==> config.mk <==
export PLATFORM = sky130hd
export DESIGN_NAME = sync_fifo
export DESIGN_NICKNAME = d
export VERILOG_FILES = /design/src/rtl/sync_fifo.sv
export SDC_FILE = /design/constraint.sdc
export NUM_CORES = 1
export LEC_CHECK = 0
export CAP_MARGIN = 25
export CELL_PAD_IN_SITES_DETAIL_PLACEMENT = 1
export CELL_PAD_IN_SITES_GLOBAL_PLACEMENT = 1
export CORE_AREA = 4 4 146 148
export CTS_BUF_LIST = sky130_fd_sc_hd__clkbuf_8
export DETAILED_ROUTE_END_ITERATION = 8
export DIE_AREA = 0 0 150 152
export GPL_TIMING_DRIVEN = 0
export PLACE_DENSITY = 0.89
export SLEW_MARGIN = 20
export SYNTH_ARGS = -nofsm -noshare
export SYNTH_HDL_FRONTEND = slang
export SYNTH_SLANG_ARGS = --single-unit
==> constraint.sdc <==
create_clock -name clock -period 4.15 [get_ports clock]
set_clock_uncertainty 0.15 [all_clocks]
set_input_delay 1.245 -clock clock [delete_from_list [all_inputs] [get_ports clock]]
set_output_delay 1.245 -clock clock [all_outputs]
set_load 0.02 [all_outputs]
==> src/rtl/sync_fifo.sv <==
// First-word-fall-through synchronous FIFO with valid/ready on both sides.
// Status outputs are decoded from registered state only, so they never glitch with the handshakes.
module sync_fifo #(
  parameter int WIDTH = 16,
  parameter int DEPTH = 16,
  parameter int AFULL = 12
) (
  input  logic                         clock,
  input  logic                         reset,
  input  logic                         flush,
  input  logic [WIDTH-1:0]             in_data,
  input  logic                         in_valid,
  output logic                         in_ready,
  output logic [WIDTH-1:0]             out_data,
  output logic                         out_valid,
  input  logic                         out_ready,
  output logic [$clog2(DEPTH+1)-1:0]   count,
  output logic                         full,
  output logic                         empty,
  output logic                         almost_full
);

  localparam int CW = $clog2(DEPTH + 1);
  localparam int PW = (DEPTH > 1) ? $clog2(DEPTH) : 1;
  localparam logic [CW-1:0] DEPTH_C = CW'(DEPTH);
  localparam logic [CW-1:0] AFULL_C = CW'(AFULL);
  localparam logic [PW-1:0] LAST_P  = PW'(DEPTH - 1);

  logic [WIDTH-1:0] mem_q [0:DEPTH-1];
  logic [PW-1:0]    wr_ptr_q, wr_ptr_d;
  logic [PW-1:0]    rd_ptr_q, rd_ptr_d;
  logic [CW-1:0]    count_q, count_d;
  logic             push, pop;

  assign full        = (count_q == DEPTH_C);
  assign empty       = (count_q == '0);
  assign almost_full = (count_q >= AFULL_C);
  assign count       = count_q;
  assign in_ready    = ~full;
  assign out_valid   = ~empty;

  // Empty reads as zero rather than whatever stale word sits under rd_ptr.
  assign out_data = empty ? '0 : mem_q[rd_ptr_q];

  assign push = in_valid & in_ready;
  assign pop  = out_valid & out_ready;

  always_comb begin
    wr_ptr_d = wr_ptr_q;
    rd_ptr_d = rd_ptr_q;
    count_d  = count_q;
    if (flush) begin
      wr_ptr_d = '0;
      rd_ptr_d = '0;
      count_d  = '0;
    end else begin
      if (push) wr_ptr_d = (wr_ptr_q == LAST_P) ? '0 : wr_ptr_q + PW'(1);
      if (pop)  rd_ptr_d = (rd_ptr_q == LAST_P) ? '0 : rd_ptr_q + PW'(1);
      case ({push, pop})
        2'b10:   count_d = count_q + CW'(1);
        2'b01:   count_d = count_q - CW'(1);
        default: count_d = count_q;
      endcase
    end
  end

  always_ff @(posedge clock) begin
    if (reset) begin
      wr_ptr_q <= '0;
      rd_ptr_q <= '0;
      count_q  <= '0;
    end else begin
      wr_ptr_q <= wr_ptr_d;
      rd_ptr_q <= rd_ptr_d;
      count_q  <= count_d;
    end
  end

  // Storage is never cleared; a write coinciding with reset/flush is dropped.
  always_ff @(posedge clock) begin
    if (push && !reset && !flush) mem_q[wr_ptr_q] <= in_data;
  end

endmodule

# ---- Word-level counts from Yosys, hierarchy flattened
# Memories as Yosys holds them, arrays and structs flattened. A register that Yosys moved wholly into a read port is not among the register bits.
# Cells that the tools add are included.
# Widths: inputs -> output; s select.
dict set report totals {
  ff_bits 13
  ram_bits 256
  in_bits 21
  elab_cells 33
  mem_count 1
}
# name words width rd rd_clocked_by_memory_dff write_ports line
set memory_table {}
lappend memory_table {mem_q 16 16 1 1 1 29} ;# logic [WIDTH-1:0] mem_q [0:DEPTH-1];
dict set report classes {
  n_addsub 4
  n_lt_le_gt_ge 1
  eq_ne 5
  mux 8
  n_bitwise 4
  n_reduce_logical 7
}
# op n
set ops {}
lappend ops {{$mux 16} 1}
lappend ops {{$mux 4} 4}
lappend ops {{$pmux 5 s2} 1}
lappend ops {{$add 4x1->4 const B} 2}
lappend ops {{$eq 4x4->1 const B} 2}
lappend ops {{$add 5x1->5 const B} 1}
lappend ops {{$eq 5x5->1 const B} 1}
lappend ops {{$ge 5x4->1 const B} 1}
lappend ops {{$logic_not 5->1} 1}
lappend ops {{$sub 5x1->5 const B} 1}
lappend ops {{$and 1x1->1} 2}
lappend ops {{$eq 2x1->1 const B} 1}
lappend ops {{$eq 2x2->1 const B} 1}
lappend ops {{$logic_and 1x1->1} 2}
lappend ops {{$logic_not 1->1} 2}
lappend ops {{$mux 1} 2}
lappend ops {{$not 1->1} 2}
lappend ops {{$reduce_bool 2->1} 1}
lappend ops {{$reduce_or 2->1} 1}

# ---- Logic depth before layout (Yosys ltp)
dict set report logic_depth {
  word_depth 7
  depth_mapped 11
  ltp_nobuf 10
}

# ---- Worst setup path before layout
# Ideal clock, no wire load.
dict set report synth_timing {
  path_kind {input-to-reg}
  start {input port in_valid}
  end {memory mem_q[0][0] (enable)}
  setup_time_ns 0.409
  arrival_time_ns 2.935
  setup_slack_ns 0.656
  stages 4
  n_path_buf 1
  cell_sequence {a21boi_1 -> buf_2 -> nand3_1 -> nor3_1}
}
dict set report synth_between {
  elab_chain_len 5
}
# element line
set synth_rtl {}
lappend synth_rtl {{start, declared} 12} ;# input logic in_valid,
lappend synth_rtl {{$and 1x1->1} 45} ;# assign push = in_valid & in_ready;
lappend synth_rtl {{$logic_and 1x1->1 (2 in series)} 81} ;# if (push && !reset && !flush) mem_q[wr_ptr_q] <= in_data;
lappend synth_rtl {{$mux 1} 81}
lappend synth_rtl {{$mux 1 (not written as such)} 81}
lappend synth_rtl {{end, declared} 29}
# Every way passes these cells.

==> impl_metrics.py <==
metrics = {
    "place": {
        "routabilityCongestion": 0.821,
        "portBuffers": 46,
        "place_ws_ps": 159,
        "dpl.hpwl_um": 17200,
    },
    "clock_network": {
        "clockBufferDepth": 3,
        "h-tree-depth": 2,
        "cts_setup_buffers": 0,
        "cts_buffers": 43,
        "clockRootBuffer": "clkbuf_8",
        "ctsHoldBuffers": 0,
        "clk_pin_slew_ps": 60,
        "clock_sinks": 273,
        "cts_tree": "yes",
        "clk_latency_ps": 540,
    },
    "global_route": {
        "first_global_vias": 6299,
        "grt_pass1_wl_um": 38800,
        "antenna_found_initial": 0,
        "grt_overflow": 0,
        "grt_max_degree": 17,
        "grt.total_usage": 0.231,
    },
    "die": {
        "pin_count": 47,
        "core_area_um2": 20000,
        "die_width_um": 150,
        "die_area_um2": 22800,
        "row_count": 52,
        "initial_utilization": 0.539,
        "die_y_um": 152,
    },
    "cells_and_area": {
        "area_growth_pct": 18.1,
        "final_cell_mix": "edfxtp_1, mux4_2, clkbuf_8, clkdlybuf4s50_1, a21oi_1",
        "n_antenna_cell": 0,
        "nets": 674,
        "final_common_cell": "edfxtp_1",
        "final_core_util": 0.636,
        "fill_cells": 1766,
        "drive_gt1_frac": 0.296,
    },
    "timing": {
        "finalMaxSlewViolations": 0,
        "hold_viol": 0,
        "period_needed_ps": 4060,
        "setup_viol_count_final": 0,
        "timing.fmax_mhz": 246,
        "period_share": 0.978,
        "setup_slack_ps": 92.3,
        "max_slew_margin": 0.536,
        "worst_slew_pin_slew_ps": 694,
    },
    "route": {
        "first_pass_iters": 4,
        "wl_per_cell_um": 27.4,
        "ant_nets": 0,
        "vias": 5705,
        "avgViaCountPerCell": 6.06,
        "drc": 0,
        "drt_iter0_drc": 471,
        "routed_wl_um": 25800,
    },
    "yosys": {
        "avgSynthCellArea_um2": 20.3,
        "synth_fp_nets": 564,
        "yosysUniqueCellTypes": 39,
        "seq_area_frac_synth": 0.744,
        "netlist_instances": 533,
        "yosysWarningCount": 0,
        "ys_seq_elements": 273,
        "synthesis.area_um2": 10800,
        "synth_ff_type": "edfxtp_1",
        "async_flop_share": 0,
        "synth-edff-count": 256,
    },
    "critical_path": {
        "criticalPathCategory": "flop to output pin",
        "timing.rr.end": "count[4]$_SDFFE_PP0P_",
        "worst_setup_path_start_kind": "flop",
        "cp_cell_sequence": "buf_6, buf_12, mux4_2, mux2_2, o21ai_1, a21oi_1, dlygate4sd2_1",
        "critPathMaxStageDelay_ps": 510,
        "cp.depth": 7,
        "setup.worst_path.end": "out_data[6]",
        "critPathRequiredTime_ps": 2750,
        "critical_path_buf_inv_count": 3,
        "critical_path_arrival_ps": 2660,
        "r2r_cells": 11,
        "cp-end-kind": "output pin",
        "crit_fanout": 10,
        "path_delay_family": "multiplexers",
        "cp_slowest_cell": "mux4_2",
        "r2r_slack_ps": 1060,
        "regToRegStartpoint": "count[0]$_SDFFE_PP0P_",
    },
    "outcome": {
        "outcome": "complete, no violations",
    },
    "worst_hold_path": {
        "worstHoldPathType": "flop to flop",
    },
    "power": {
        "power_density_nw_per_um2": 429,
        "peakVddDrop_uv": 207,
        "finalPower_uw": 5470,
        "p_leak_uw": 0.00414,
    },
    "flow_run": {
        "drv_cap": 0,
    },
}
[synth_stat cells, types with 2 or more instances]
cell        n  share of area
nand3_1     9         0.0042
dfxtp_1    17          0.032
clkbuf_1    8         0.0028
inv_2       3         0.0010
mux2_2     16          0.017
o21ai_1    16         0.0074
ha_1        9          0.010
mux4_1      4         0.0097
a21oi_1    23          0.011
buf_2      10         0.0046
inv_1       6         0.0021
buf_1       3         0.0010
mux2i_1    20          0.019
or4_1       2         0.0014
buf_6       2         0.0021
nor3_1      5         0.0023
a21o_1      2         0.0014
xor2_1      3         0.0024
mux4_2     60           0.13
nor2_1     26         0.0090
edfxtp_1  256           0.71
buf_4       2         0.0014
nand2_1    11         0.0038
buf_12      2         0.0037
nand2b_1    4         0.0023
[metrics by stage]
stage	cell area, um^2	TNS (ps)	hold slack, ps	std cells
4_1_cts	12700	0	377	942
2_1_floorplan	10800	0	318	533
6_report	12700	0	391	942
3_5_place_dp	11900	0	368	869
3_3_place_gp	11600	-62820	334	849
5_1_grt	12700	-1.29	408	942
[cells by family after synthesis]
family	synth area share
and+or+nand+nor	0.0256
xor gates and xnor gates	0.00243
buffers and inverters	0.0188
DFF	0.744
muxes	0.170
AOI/OAI and AO/OA	0.0272
adders and majority gates	0.0123
[final cells by class]
class / count / area, um^2 / area share
buffer: 26 / 219 / 0.0172
clock buffer: 46 / 633 / 0.0497
clock inverter: 28 / 203 / 0.0159
inverter: 9 / 33.8 / 0.00265
multi-input combinational: 224 / 2630 / 0.206
sequential: 273 / 8030 / 0.630
tap: 270 / 338 / 0.0265
timing repair buffer: 66 / 666 / 0.0522
[sequential cells by signal, indices dropped and copies added, names as in the netlist, named ones only]
| signal | flops |
|---|---|
| rd_ptr_q | 4 |
| count | 5 |
| wr_ptr_q | 4 |
| mem_q | 256 |
[per-layer routing]
layer | part of all wire | vias to the layer above | global-route usage
li1 | - | 2392 | -
met1 | 0.39 | 3013 | 0.301
met2 | 0.53 | 249 | 0.402
met3 | 0.060 | 51 | 0.0423
met4 | 0.024 | 0 | 0.0636
met5 | 0 | - | 0
[what timing repair did]
item                       in CTS  in global routing
setup endpoints to repair      18                  8
resized for setup              32                 12
hold endpoints to repair        0                  0
[worst register-to-register path, delay by kind of cell (launching register included)]
kind	cells	cell delay, ps
fa+ha+maj	2	660
simple gates	2	630
mux	2	480
buf+inv	3	410
flops	1	380
compound gates	2	320
[power by group]
part	internal (uW)	switching [uW]	total, uW
clock	1210	1020	2230
combinational	81.9	136	218
sequential	3020	6.74	3030
[worst min path at each step]
stage	startpoint	endpoint	slack [ps]	cells after the start
3_5_place_dp	rd_ptr_q[3]$_SDFFE_PP0N_	flop	370	1
4_1_cts	rd_ptr_q[3]$_SDFFE_PP0N_	flop	380	1
6_report	rd_ptr_q[3]$_SDFFE_PP0N_	rd_ptr_q[3]$_SDFFE_PP0N_	390	1
3_3_place_gp	rd_ptr_q[1]$_SDFFE_PP0N_	rd_ptr_q[1]$_SDFFE_PP0N_	330	2
2_1_floorplan	rd_ptr_q[1]$_SDFFE_PP0N_	flop	320	2
5_1_grt	rd_ptr_q[3]$_SDFFE_PP0N_	flop	410	1
No activity file was read; power rests on OpenSTA's default activity.
